`src/rtl/alu_muldiv_seq.sv`:
```
// Multi-cycle unsigned multiply / divide sequencer that borrows the core's
// 32-bit ALU for one add or subtract per cycle.
//
// Handshake: start is accepted only when the block is idle (busy=0); the
// operands and op are captured on that edge. busy stays high until the
// operation has finished or been flushed. done is a single-cycle pulse that
// marks res_hi/res_lo/div_by_zero as valid. A start seen while busy is dropped,
// not queued.
module alu_muldiv_seq #(
  parameter int XLEN = 32,
  parameter int ITER = 32
) (
  input  logic            clk,
  input  logic            rst,
  input  logic            start,
  input  logic            op,
  input  logic [XLEN-1:0] src_a,
  input  logic [XLEN-1:0] src_b,
  input  logic            flush,
  output logic            busy,
  output logic            done,
  output logic [XLEN-1:0] res_hi,
  output logic [XLEN-1:0] res_lo,
  output logic            div_by_zero,
  output logic [XLEN-1:0] alu_a,
  output logic [XLEN-1:0] alu_b,
  output logic [2:0]      alu_ctrl,
  input  logic [XLEN-1:0] alu_result,
  input  logic            alu_carry,
  output logic [1:0]      dbg_state
);

  localparam int CW = $clog2(ITER);

  localparam logic [2:0] ALU_ADD = 3'b000;
  localparam logic [2:0] ALU_SUB = 3'b001;

  typedef enum logic [1:0] {
    S_IDLE = 2'd0,
    S_MUL  = 2'd1,
    S_DIV  = 2'd2,
    S_DONE = 2'd3
  } state_t;

  state_t          state, state_n;
  logic [CW-1:0]   cnt;
  // hi/lo hold the product halves for MUL and the remainder/quotient for DIV.
  logic [XLEN-1:0] hi, lo;
  // Multiplicand for MUL, divisor for DIV.
  logic [XLEN-1:0] mcand;
  logic            dbz_q;

  logic [XLEN-1:0] rem_shift;
  logic            div_ge;
  logic            last_iter;

  // Shifted remainder; a set R[31] means it already exceeds any 32-bit divisor.
  assign rem_shift = {hi[XLEN-2:0], lo[XLEN-1]};
  assign div_ge    = alu_carry | hi[XLEN-1];
  assign last_iter = (cnt == CW'(ITER - 1));

  assign busy      = (state != S_IDLE);
  assign dbg_state = state;

  // State register.
  always_ff @(posedge clk or posedge rst) begin
    if (rst) state <= S_IDLE;
    else     state <= state_n;
  end

  // Next-state selection and ALU operand steering.
  always_comb begin
    state_n  = state;
    alu_a    = '0;
    alu_b    = '0;
    alu_ctrl = ALU_ADD;
    case (state)
      S_IDLE: begin
        if (start) begin
          if (!op)                state_n = S_MUL;
          else if (src_b == '0)   state_n = S_DONE;
          else                    state_n = S_DIV;
        end
      end
      S_MUL: begin
        alu_a    = hi;
        alu_b    = lo[0] ? mcand : '0;
        alu_ctrl = ALU_ADD;
        if (last_iter) state_n = S_DONE;
      end
      S_DIV: begin
        alu_a    = rem_shift;
        alu_b    = mcand;
        alu_ctrl = ALU_SUB;
        if (last_iter) state_n = S_DONE;
      end
      S_DONE: state_n = S_IDLE;
      default: state_n = S_IDLE;
    endcase
    if (flush) state_n = S_IDLE;
  end

  // Operand capture, per-iteration update and result publication.
  always_ff @(posedge clk or posedge rst) begin
    if (rst) begin
      cnt         <= '0;
      hi          <= '0;
      lo          <= '0;
      mcand       <= '0;
      dbz_q       <= 1'b0;
      done        <= 1'b0;
      res_hi      <= '0;
      res_lo      <= '0;
      div_by_zero <= 1'b0;
    end else begin
      done <= 1'b0;
      if (flush) begin
        cnt <= '0;
      end else begin
        case (state)
          S_IDLE: begin
            if (start) begin
              cnt         <= '0;
              div_by_zero <= 1'b0;
              dbz_q       <= op && (src_b == '0);
              if (!op) begin
                hi    <= '0;
                lo    <= src_b;
                mcand <= src_a;
              end else if (src_b == '0) begin
                hi    <= src_a;
                lo    <= '1;
                mcand <= src_b;
              end else begin
                hi    <= '0;
                lo    <= src_a;
                mcand <= src_b;
              end
            end
          end
          S_MUL: begin
            {hi, lo} <= {alu_carry, alu_result, lo[XLEN-1:1]};
            cnt      <= last_iter ? '0 : cnt + 1'b1;
          end
          S_DIV: begin
            hi  <= div_ge ? alu_result : rem_shift;
            lo  <= {lo[XLEN-2:0], div_ge};
            cnt <= last_iter ? '0 : cnt + 1'b1;
          end
          S_DONE: begin
            done        <= 1'b1;
            res_hi      <= hi;
            res_lo      <= lo;
            div_by_zero <= dbz_q;
          end
          default: cnt <= '0;
        endcase
      end
    end
  end

endmodule

```
`config.mk`:
```
export PLATFORM = sky130hd
export DESIGN_NAME = alu_muldiv_seq
export DESIGN_NICKNAME = d
export VERILOG_FILES = /design/src/rtl/alu_muldiv_seq.sv
export SDC_FILE = /design/constraint.sdc
export NUM_CORES = 1
export LEC_CHECK = 0
export CAP_MARGIN = 40
export CORE_MARGIN = 3
export CORE_UTILIZATION = 30
export DETAILED_ROUTE_END_ITERATION = 10
export HOLD_SLACK_MARGIN = 0.06
export PLACE_DENSITY = 0.65
export SLEW_MARGIN = 20
export SYNTH_ARGS = -nofsm -noshare
export SYNTH_HDL_FRONTEND = slang
export SYNTH_SLANG_ARGS = --single-unit
```
`constraint.sdc`:
```
create_clock -name clk -period 6.1 [get_ports clk]
set_clock_uncertainty 0.2 [all_clocks]
set_input_delay 0.61 -clock clk [delete_from_list [all_inputs] [get_ports clk]]
set_output_delay 0.61 -clock clk [all_outputs]
set_load 0.05 [all_outputs]
```
Word-level counts from Yosys, hierarchy flattened. Cells that the tools add are included.

Flip-flop bits (word level): 170. Output and inout bits: 136. Word-level logic and storage cells: 62. Bits of input ports: 102.

Bitwise operators: 2. $add $sub $neg: 1. Equal/unequal tests: 7. Multiplexer cells: 28. Reduce and logical (&&, ||, !) cells: 14.

Operators by type and width (count): two-way mux 32 bit (9); one-hot mux 32 bit (3 select lines) (2); one-hot mux 32 bit (2 select lines) (2); zero test 32 bit (1); two-way mux 5 bit (3); one-hot mux 5 bit (2 select lines) (1); AND reduction 3 bit (3); two-way mux 2 bit (4); one-hot mux 2 bit (3 select lines) (1); AND reduction 2 bit (3); nonzero test 3 bit (2); adder 5 x 1 -> 5 bit (second input constant) (1); == test 5 bit (second input constant) (1); two-way mux 1 bit (5); == test 2 bit (second input constant) (2); nonzero test 2 bit (2); inequality test 3 x 1 -> 1 bit (second input constant) (1); inequality test 3 bit (second input constant) (1); == test 2 x 1 -> 1 bit (second input constant) (1); zero test 2 bit (1); inequality test 2 bit (second input constant) (1); one-hot mux 1 bit (2 select lines) (1); OR reduction 2 bit (1); logical AND 1 bit (1); 2 further kinds (2).

Depth between registers and ports, before layout. Gate-level depths: netlist of run 1.

Depth in word-level cells: 6. Gate-level depth with buffers: 9. Depth with buffers taken out: 6.

Least setup slack after synthesis of run 1. OpenSTA, ideal clock, no wires.

Kind: reg-to-output. Start point: register state[0] (netlist: dbg_state[0]). End point: output alu_a[31]. Buffers on the path: 3. Arrival: 2.732 ns. Cell stages (with the launch flop): 8. Setup slack: 2.558 ns. Cells stage by stage: dfrtp_1 > inv_1 > ha_1 > buf_2 > buf_2 > clkbuf_1 > a22oi_1 > nor2_1.

Cells in the longest elaborated chain, start to end: 2.

Ends and longest elaborated chain: start, declared (line 45) `state_t state, state_n;`; start signal, assigned (line 68) `else state <= state_n;`; == test 2 bit or == test 2 x 1 -> 1 bit (tied branches) (line 77) `case (state)`; one-hot mux 32 bit (2 select lines) (*) (line 77); end, declared (line 25) `output logic [XLEN-1:0] alu_a,`.

Every way passes the cells marked *; elsewhere a longest branch is shown, timed or not.

Worst setup path after layout of run 1.
Start point: register state[1] (netlist: dbg_state[1]). End point: register lo[30].

Cells in the longest elaborated chain, start to end: 3.

Ends and longest elaborated chain: == test 2 bit (tied with other cells) (line 120) `case (state)`; nonzero test 3 bit (no line) or inequality test 2 bit (tied branches); AND reduction 3 bit (no line); end signal, assigned (line 128) `lo <= src_b;`; end signal, assigned (line 136) `lo <= src_a;`; end signal, assigned (line 142) `{hi, lo} <= {alu_carry, alu_result, lo[XLEN-1:1]};`; end, declared (line 48) `logic [XLEN-1:0] hi, lo;`.

Several ways; a longest one is shown, not always the timed one. A chain may end at the register's enable or synchronous reset.

==> flow_summary.yaml, run 1 <==
yosys:
  postSynthAreaPerCell_um2: 7.85
  yosysUniqueCellTypes: 47
  yosys_warnings: 0
  synthAdderAreaFrac: 0.00750
  synth_top_flop_cell: "sky130_fd_sc_hd__dfrtp_1"
  seq_area_frac_synth: 0.425
  area_fraction_in_compound_gates_after_synthesis: 0.199
  synth_mux_area_frac: 0.0335
  async_reset_ff_frac: 1.00
  synth-seq-cells: 170
  count_of_flip_flops_with_a_built_in_enable_after_synthesis: 0
  gate_count_post_synth: 1275
  post_synth_and_or_nand_nor_area_fraction: 0.283
  main_combinational_cell_family_by_area_after_synthesis: "simple AND/OR/NAND/NOR gates"
  syn_area_um2: 10000
  yosys.area_share.xor_xnor: 0.000875
timing:
  post-route-period-util: 0.665
  post-route-min-period_ns: 4.06
  report.final.slew_viol_count: 0
  fin_hold_ws_ns: 0.273
  final.setup.tns_ns: 0
  final_hold_violating_endpoints: 0
  max_freq_mhz: 246
  actual_slew_at_the_worst_max_slew_pin_ns: 1.01
  grt_setup_unrepaired: "false"
  slew_headroom: 0.326
  final-setup-viol-count: 0
setup_path:
  cp-startpoint: "dbg_state[1]"
  worst-path-max-fanout: 73
  regToRegEndpoint: "lo[30]"
  type_of_origin_of_the_critical_path: "register"
  ff_to_ff_path_depth: 9
  worst-r2r-setup-slack_ns: 2.04
  critical-path-max-stage-delay_ns: 0.61
  crit_slowest_cell: "sky130_fd_sc_hd__buf_4"
  setup.worst_path.end: "lo[30]"
  critical_path.reg2reg.startpoint: "dbg_state[1]"
  critPathRequiredTime_ns: 6.23
  cp_cell_sequence: "inv_1 -> ha_2 -> buf_4 -> mux2_4 -> nor2b_4 -> buf_4 -> buf_4 -> nor2_1 -> a221oi_1"
  setup.worst_path.class: "reg -> reg"
  top_cell_by_count_worst_path: "sky130_fd_sc_hd__buf_4"
  endpoint_kind: "register"
  worst_ep_arrival_time_ns: 4.19
cts:
  cts.hold.buffers_added: 0
  maximum_clock_path_buffer_count: 2
  clock_insertion_delay_worst_skew_ns: 0.44
  tritoncts: "built"
  ctsHtreeMaxLevel: 4
  cts_sinks: 170
  root_buffer_master: "sky130_fd_sc_hd__clkbuf_16"
  cts_inserted_buffers: 17
  clkSlewWorstSetupHoldPaths_ns: 0.07
  post-cts-setup-buffers: 0
  cts_repair_resize_count: 0
run:
  maxCapViolCount: 0
layout:
  areaGrowthSynthToFinish_pct: 32.5
  filler_cell_count: 3327
  drive_above_1_share: 0.0718
  nets: 1546
  multi_input_comb_area_um2: 5290
  regArea_um2: 4250
floorplanning:
  core_region_area_um2: 32700
  rows: 66
  top_level_ports: 238
  area_enclosed_by_the_die_boundary_um2: 35600
  floorplan.initialDensity: 0.306
  die_height_um: 189
  floorplan.die.width_um: 189
min_path:
  holdCritPathClass: "reg -> reg"
  hp-start: "res_hi[4]"
pwr:
  cellPowerDensity_nw_per_um2: 495
  peakVddDrop_mv: 0.350
  p_leak_uw: 0.00546
status:
  outcome: "complete, no violations"
route:
  viasPerCell: 5.13
  drt-total-wl_um: 35600
  drt_first_pass_iters: 5
  detail_route.wl_per_cell_um: 18.8
  antenna_left: 0
  via_count: 9714
  detail_route.drc_violations: 0
  detail_route.iter0.violations: 825
place:
  hpwlAfterDp_um: 24900
  io_buffers: 235
  gpl.final_weighted_congestion: 0.799
global_routing:
  antenna_found_initial: 3
  vias_in_the_first_global_route: 9410
  grt_overflow_total: 0
  grt_first_pass_wirelength_um: 55500
  grtUsageTotal: 0.198
  grt_start_max_net_pins: 150
==> Yosys cell counts, types with 2 or more instances <==
cell type | count | area share
sky130_fd_sc_hd__nand2_1 | 360 | 0.13
sky130_fd_sc_hd__a21oi_1 | 98 | 0.049
sky130_fd_sc_hd__or3_1 | 31 | 0.019
sky130_fd_sc_hd__nor4_2 | 4 | 0.0050
sky130_fd_sc_hd__buf_1 | 5 | 0.0019
sky130_fd_sc_hd__clkbuf_1 | 78 | 0.029
sky130_fd_sc_hd__buf_6 | 4 | 0.0045
sky130_fd_sc_hd__and2_1 | 32 | 0.020
sky130_fd_sc_hd__mux2i_1 | 32 | 0.032
sky130_fd_sc_hd__a221oi_1 | 2 | 0.0017
sky130_fd_sc_hd__o31ai_1 | 2 | 0.0015
sky130_fd_sc_hd__nor4_4 | 4 | 0.0085
sky130_fd_sc_hd__o21ai_0 | 37 | 0.018
sky130_fd_sc_hd__a221oi_2 | 29 | 0.043
sky130_fd_sc_hd__buf_4 | 5 | 0.0037
sky130_fd_sc_hd__dfrtp_1 | 170 | 0.42
sky130_fd_sc_hd__nor2b_1 | 3 | 0.0019
sky130_fd_sc_hd__o211ai_1 | 63 | 0.047
sky130_fd_sc_hd__inv_1 | 7 | 0.0026
sky130_fd_sc_hd__nor2_1 | 221 | 0.083
sky130_fd_sc_hd__nand2b_1 | 3 | 0.0019
sky130_fd_sc_hd__o21ba_2 | 2 | 0.0020
sky130_fd_sc_hd__ha_1 | 6 | 0.0075
sky130_fd_sc_hd__nor3_1 | 3 | 0.0015
sky130_fd_sc_hd__a22oi_1 | 35 | 0.026
sky130_fd_sc_hd__buf_2 | 18 | 0.0090
==> stage by stage <==
step / worst slack (ns) / area, µm² / util / instances / power, µW
after floorplan: 0.687 / 10000 / - / 1276 / 4350
after global placement: 2.18 / 12600 / 0.385 / 1856 / 5400
after detailed placement: 2.06 / 12700 / 0.388 / 1860 / 5500
after CTS: 2.03 / 13200 / 0.405 / 1890 / 6600
after global routing: 1.76 / 13300 / 0.406 / 1893 / 6970
final: 2.04 / 13300 / 0.406 / 1893 / 6560
==> layer usage <==
layer  vias up  routed length [µm]  part of all wire  global-route usage
li1       4630                   -                 -                   -
met1      4661               15900              0.45               0.271
met2       373               16700              0.47               0.315
met3        48                2240             0.063              0.0400
met4         2                 761             0.021              0.0624
met5         -                  16           0.00045                   0
==> layout by cell type, fill, tap and decap left out, drive strengths merged, types with 2 or more instances in the layout <==
cell and n:
a21oi 98, a221oi 31, a22oi 35, and2 32
buf 20, clkbuf 18, clkdlybuf4s50 234, clkinvlp 7
conb 2, dfrtp 170, diode 2, ha 6
inv 11, mux2i 32, nand2 360, nand2b 3
nand4 2, nor2 221, nor2b 3, nor3 3
nor4 8, o211ai 63, o21ai 37, o21ba 2
o31ai 2, or3 31
==> worst max-delay path, delay by kind of cell (launching register included) <==
family | cells | cell delay [ns]
AOI/OAI and AO/OA | 1 | 0.23
adders and majority gates | 1 | 0.36
buffers and inverters | 4 | 1.74
DFF | 1 | 0.47
muxes | 1 | 0.31
and+or+nand+nor | 2 | 0.58
==> power by group <==
group	switching (µW)	leakage, µW	internal [µW]
clock network	507	0.000250	574
registers	459	0.00212	1640
logic	2250	0.00310	1120
total	3220	0.00546	3340
==> layout make-up <==
type                    count  share of cell area
diodes                      2            0.000377
multi-input cells         988               0.399
inverters                   7             0.00255
clock inverters            12             0.00887
flip-flops and latches    170               0.321
repair buffers            254               0.194
well taps                 442              0.0417
clock buffers              18              0.0331
==> flip-flops by register name, summed over array words and instances, names as in the netlist <==
name         count
res_lo          32
dbz_q            1
hi              32
lo              32
cnt              5
dbg_state        2
mcand           32
done             1
div_by_zero      1
res_hi          32
==> logic make-up after synthesis <==
| kind of cell | Yosys count |
|---|---|
| simple gates | 668 |
| compound gates | 278 |
| flops | 170 |
| buf+inv | 118 |
| mux | 33 |
| fa+ha+maj | 6 |
| other cells | 1 |
| xor+xnor | 1 |
==> worst min-delay path by stage <==
stage               cells past startpoint    endpoint  slack (ns)
finish                                  2   res_hi[4]        0.27
global route                            2   res_hi[4]        0.30
global placement                        2   res_lo[5]        0.26
floorplan                               2    mcand[0]        0.24
CTS                                     2   res_hi[4]        0.28
detailed placement                      2  res_lo[21]        0.26
No activity file was read; power rests on OpenSTA's default activity.
==> run 2: changes to the inputs <==
==> constraint.sdc (replaced) <==
create_clock -name clk -period 4.2 [get_ports clk]
set_clock_uncertainty 0.2 [all_clocks]
set_input_delay 0.42 -clock clk [delete_from_list [all_inputs] [get_ports clk]]
set_output_delay 0.42 -clock clk [all_outputs]
set_load 0.05 [all_outputs]
==> flow_summary.yaml, run 2 (synthesis gave the netlist of run 1 again) <==
status:
  outcome: "complete, no violations"
timing:
  final.setup.tns_ns: 0
  actual_slew_at_the_worst_max_slew_pin_ns: 0.822
  final_hold_violating_endpoints: 0
  report.final.slew_viol_count: 0
  grt_setup_unrepaired: "false"
  max_freq_mhz: 259
  post-route-period-util: 0.918
  post-route-min-period_ns: 3.86
  fin_hold_ws_ns: 0.275
  final-setup-viol-count: 0
  slew_headroom: 0.452
pwr:
  p_leak_uw: 0.00566
  p_sw_frac: 0.485
  clock_power_share: 0.173
  seq_power_share: 0.315
  combinational_group_share_of_total_power: 0.512
  cell_internal_pwr_uw: 5020
  peakVddDrop_mv: 0.378
  cellPowerDensity_nw_per_um2: 717
  netSwitchingPower_uw: 4730
place:
  io_buffers: 235
  cell_total_after_placement: 1867
  hpwlAfterDp_um: 26300
  dpl-instance-area_um2: 13000
  gpl.final_weighted_congestion: 0.831
setup_path:
  worst_ep_arrival_time_ns: 3.24
  regToRegEndpoint: "lo[31]"
  cp_cell_sequence: "inv_1 -> ha_4 -> a21oi_1 -> nor2_2 -> buf_4 -> and2_1 -> buf_12"
  critical-path-max-stage-delay_ns: 0.66
  worst-r2r-setup-slack_ns: 1.32
  setup.worst_path.class: "reg -> out"
  endpoint_kind: "output port"
  critical_path.reg2reg.startpoint: "dbg_state[1]"
  critPathRequiredTime_ns: 3.58
  timing.critical_path.buf_inv: 3
  worst-path-max-fanout: 72
  crit_slowest_cell: "sky130_fd_sc_hd__ha_4"
  cp-startpoint: "dbg_state[0]"
  critical_path.top_delay_family: "simple AND/OR/NAND/NOR gates"
  ff_to_ff_path_depth: 7
  type_of_origin_of_the_critical_path: "register"
min_path:
  hp-start: "res_hi[28]"
  min_path_cells: 2
  hold_endpoint: "res_hi[28]"
  holdCritPathClass: "reg -> reg"
cts:
  cts_repair_resize_count: 0
  cts_sinks: 170
  maximum_clock_path_buffer_count: 2
  ctsHtreeMaxLevel: 4
  root_buffer_master: "sky130_fd_sc_hd__clkbuf_16"
  cts_inserted_buffers: 17
  clkSlewWorstSetupHoldPaths_ns: 0.08
  post-cts-setup-buffers: 0
  cts.hold.buffers_added: 1
  clock_insertion_delay_worst_skew_ns: 0.45
  tritoncts: "built"
route:
  antenna_left: 0
  detail_route.wl_per_cell_um: 19.4
  drt-total-wl_um: 36900
  viasPerCell: 5.21
  detail_route.drc_violations: 0
  drt_first_pass_iters: 6
  via_count: 9893
  detail_route.iter0.violations: 746
floorplanning:
  core_region_area_um2: 32700
  area_enclosed_by_the_die_boundary_um2: 35600
  floorplan.initialDensity: 0.306
  die_height_um: 189
  rows: 66
  top_level_ports: 238
  floorplan.die.width_um: 189
layout:
  filler_cell_count: 3270
  layout.cells.most_common_list: "sky130_fd_sc_hd__nand2_1 (360), sky130_fd_sc_hd__nor2_1 (220), sky130_fd_sc_hd__clkdlybuf4s50_1 (199), sky130_fd_sc_hd__dfrtp_1 (170), sky130_fd_sc_hd__a21oi_1 (98)"
  multi_input_comb_area_um2: 5290
  regArea_um2: 4250
  fin_cells: 1900
  areaGrowthSynthToFinish_pct: 35.9
  layout.cells.most_common: "sky130_fd_sc_hd__nand2_1"
  final_area_um2: 13600
  drive_above_1_share: 0.0989
  nets: 1553
global_routing:
  grtUsageTotal: 0.206
  vias_in_the_first_global_route: 9858
  grt_start_max_net_pins: 73
  grt_overflow_total: 0
  grt_first_pass_wirelength_um: 57400
  antenna_found_initial: 1
run:
  maxCapViolCount: 0
==> run 2: changes by cell type in the layout (fill, tap and decap cells not counted), sizes merged <==
cell           before  now
buf                20   61
clkdlybuf4s50     234  199
bufinv              1    3
clkinv              0    2
clkinvlp            7    5
inv                11    9
dlygate4sd3         0    1
==> run 2: how the worst max path moves through the flow <==
stage	end	cells after the start
floorplan	alu_a[31]	7
global placement	alu_b[5]	7
detailed placement	alu_b[20]	7
CTS	alu_b[1]	7
global route	alu_b[1]	7
finish	alu_b[1]	7
==> run 2: metal layers <==
metal | part of all wire | global-route usage
met1 | 0.44 | 0.277
met2 | 0.46 | 0.328
met3 | 0.071 | 0.0435
met4 | 0.027 | 0.0753
met5 | 0 | 0
==> run 2: area by class of cell <==
cell class | instances | share of cell area
Antenna cell | 2 | 0.000368
Clock buffer | 18 | 0.0315
Clock inverter | 12 | 0.0122
Inverter | 7 | 0.00221
Multi-Input combinational cell | 988 | 0.389
Sequential cell | 170 | 0.313
Tap cell | 442 | 0.0407
Timing Repair Buffer | 261 | 0.212
==> run 2: power by group through the flow <==
stage,combinational (µW),sequential [µW],clock [µW]
final,4990,3070,1690
after global routing,5400,3180,1780
after CTS,5010,3070,1720
after detailed placement,4990,3090,0
after global placement,4900,3080,0
after floorplan,2460,3860,0
==> run 2: through the flow <==
| stage | util | power [µW] | worst slack [ns] |
|---|---|---|---|
| 2_1_floorplan | - | 6320 | 0.848 |
| 3_3_place_gp | 0.396 | 7980 | 0.950 |
| 3_5_place_dp | 0.397 | 8080 | 0.840 |
| 4_1_cts | 0.416 | 9800 | 0.341 |
| 5_1_grt | 0.416 | 10400 | 0.199 |
| 6_report | 0.416 | 9750 | 0.344 |
==> run 2: worst min-delay path: cells and delay by family, from the launching register on <==
kind / cells / cell delay (ns)
simple gates: 2 / 0.10
flops: 1 / 0.35
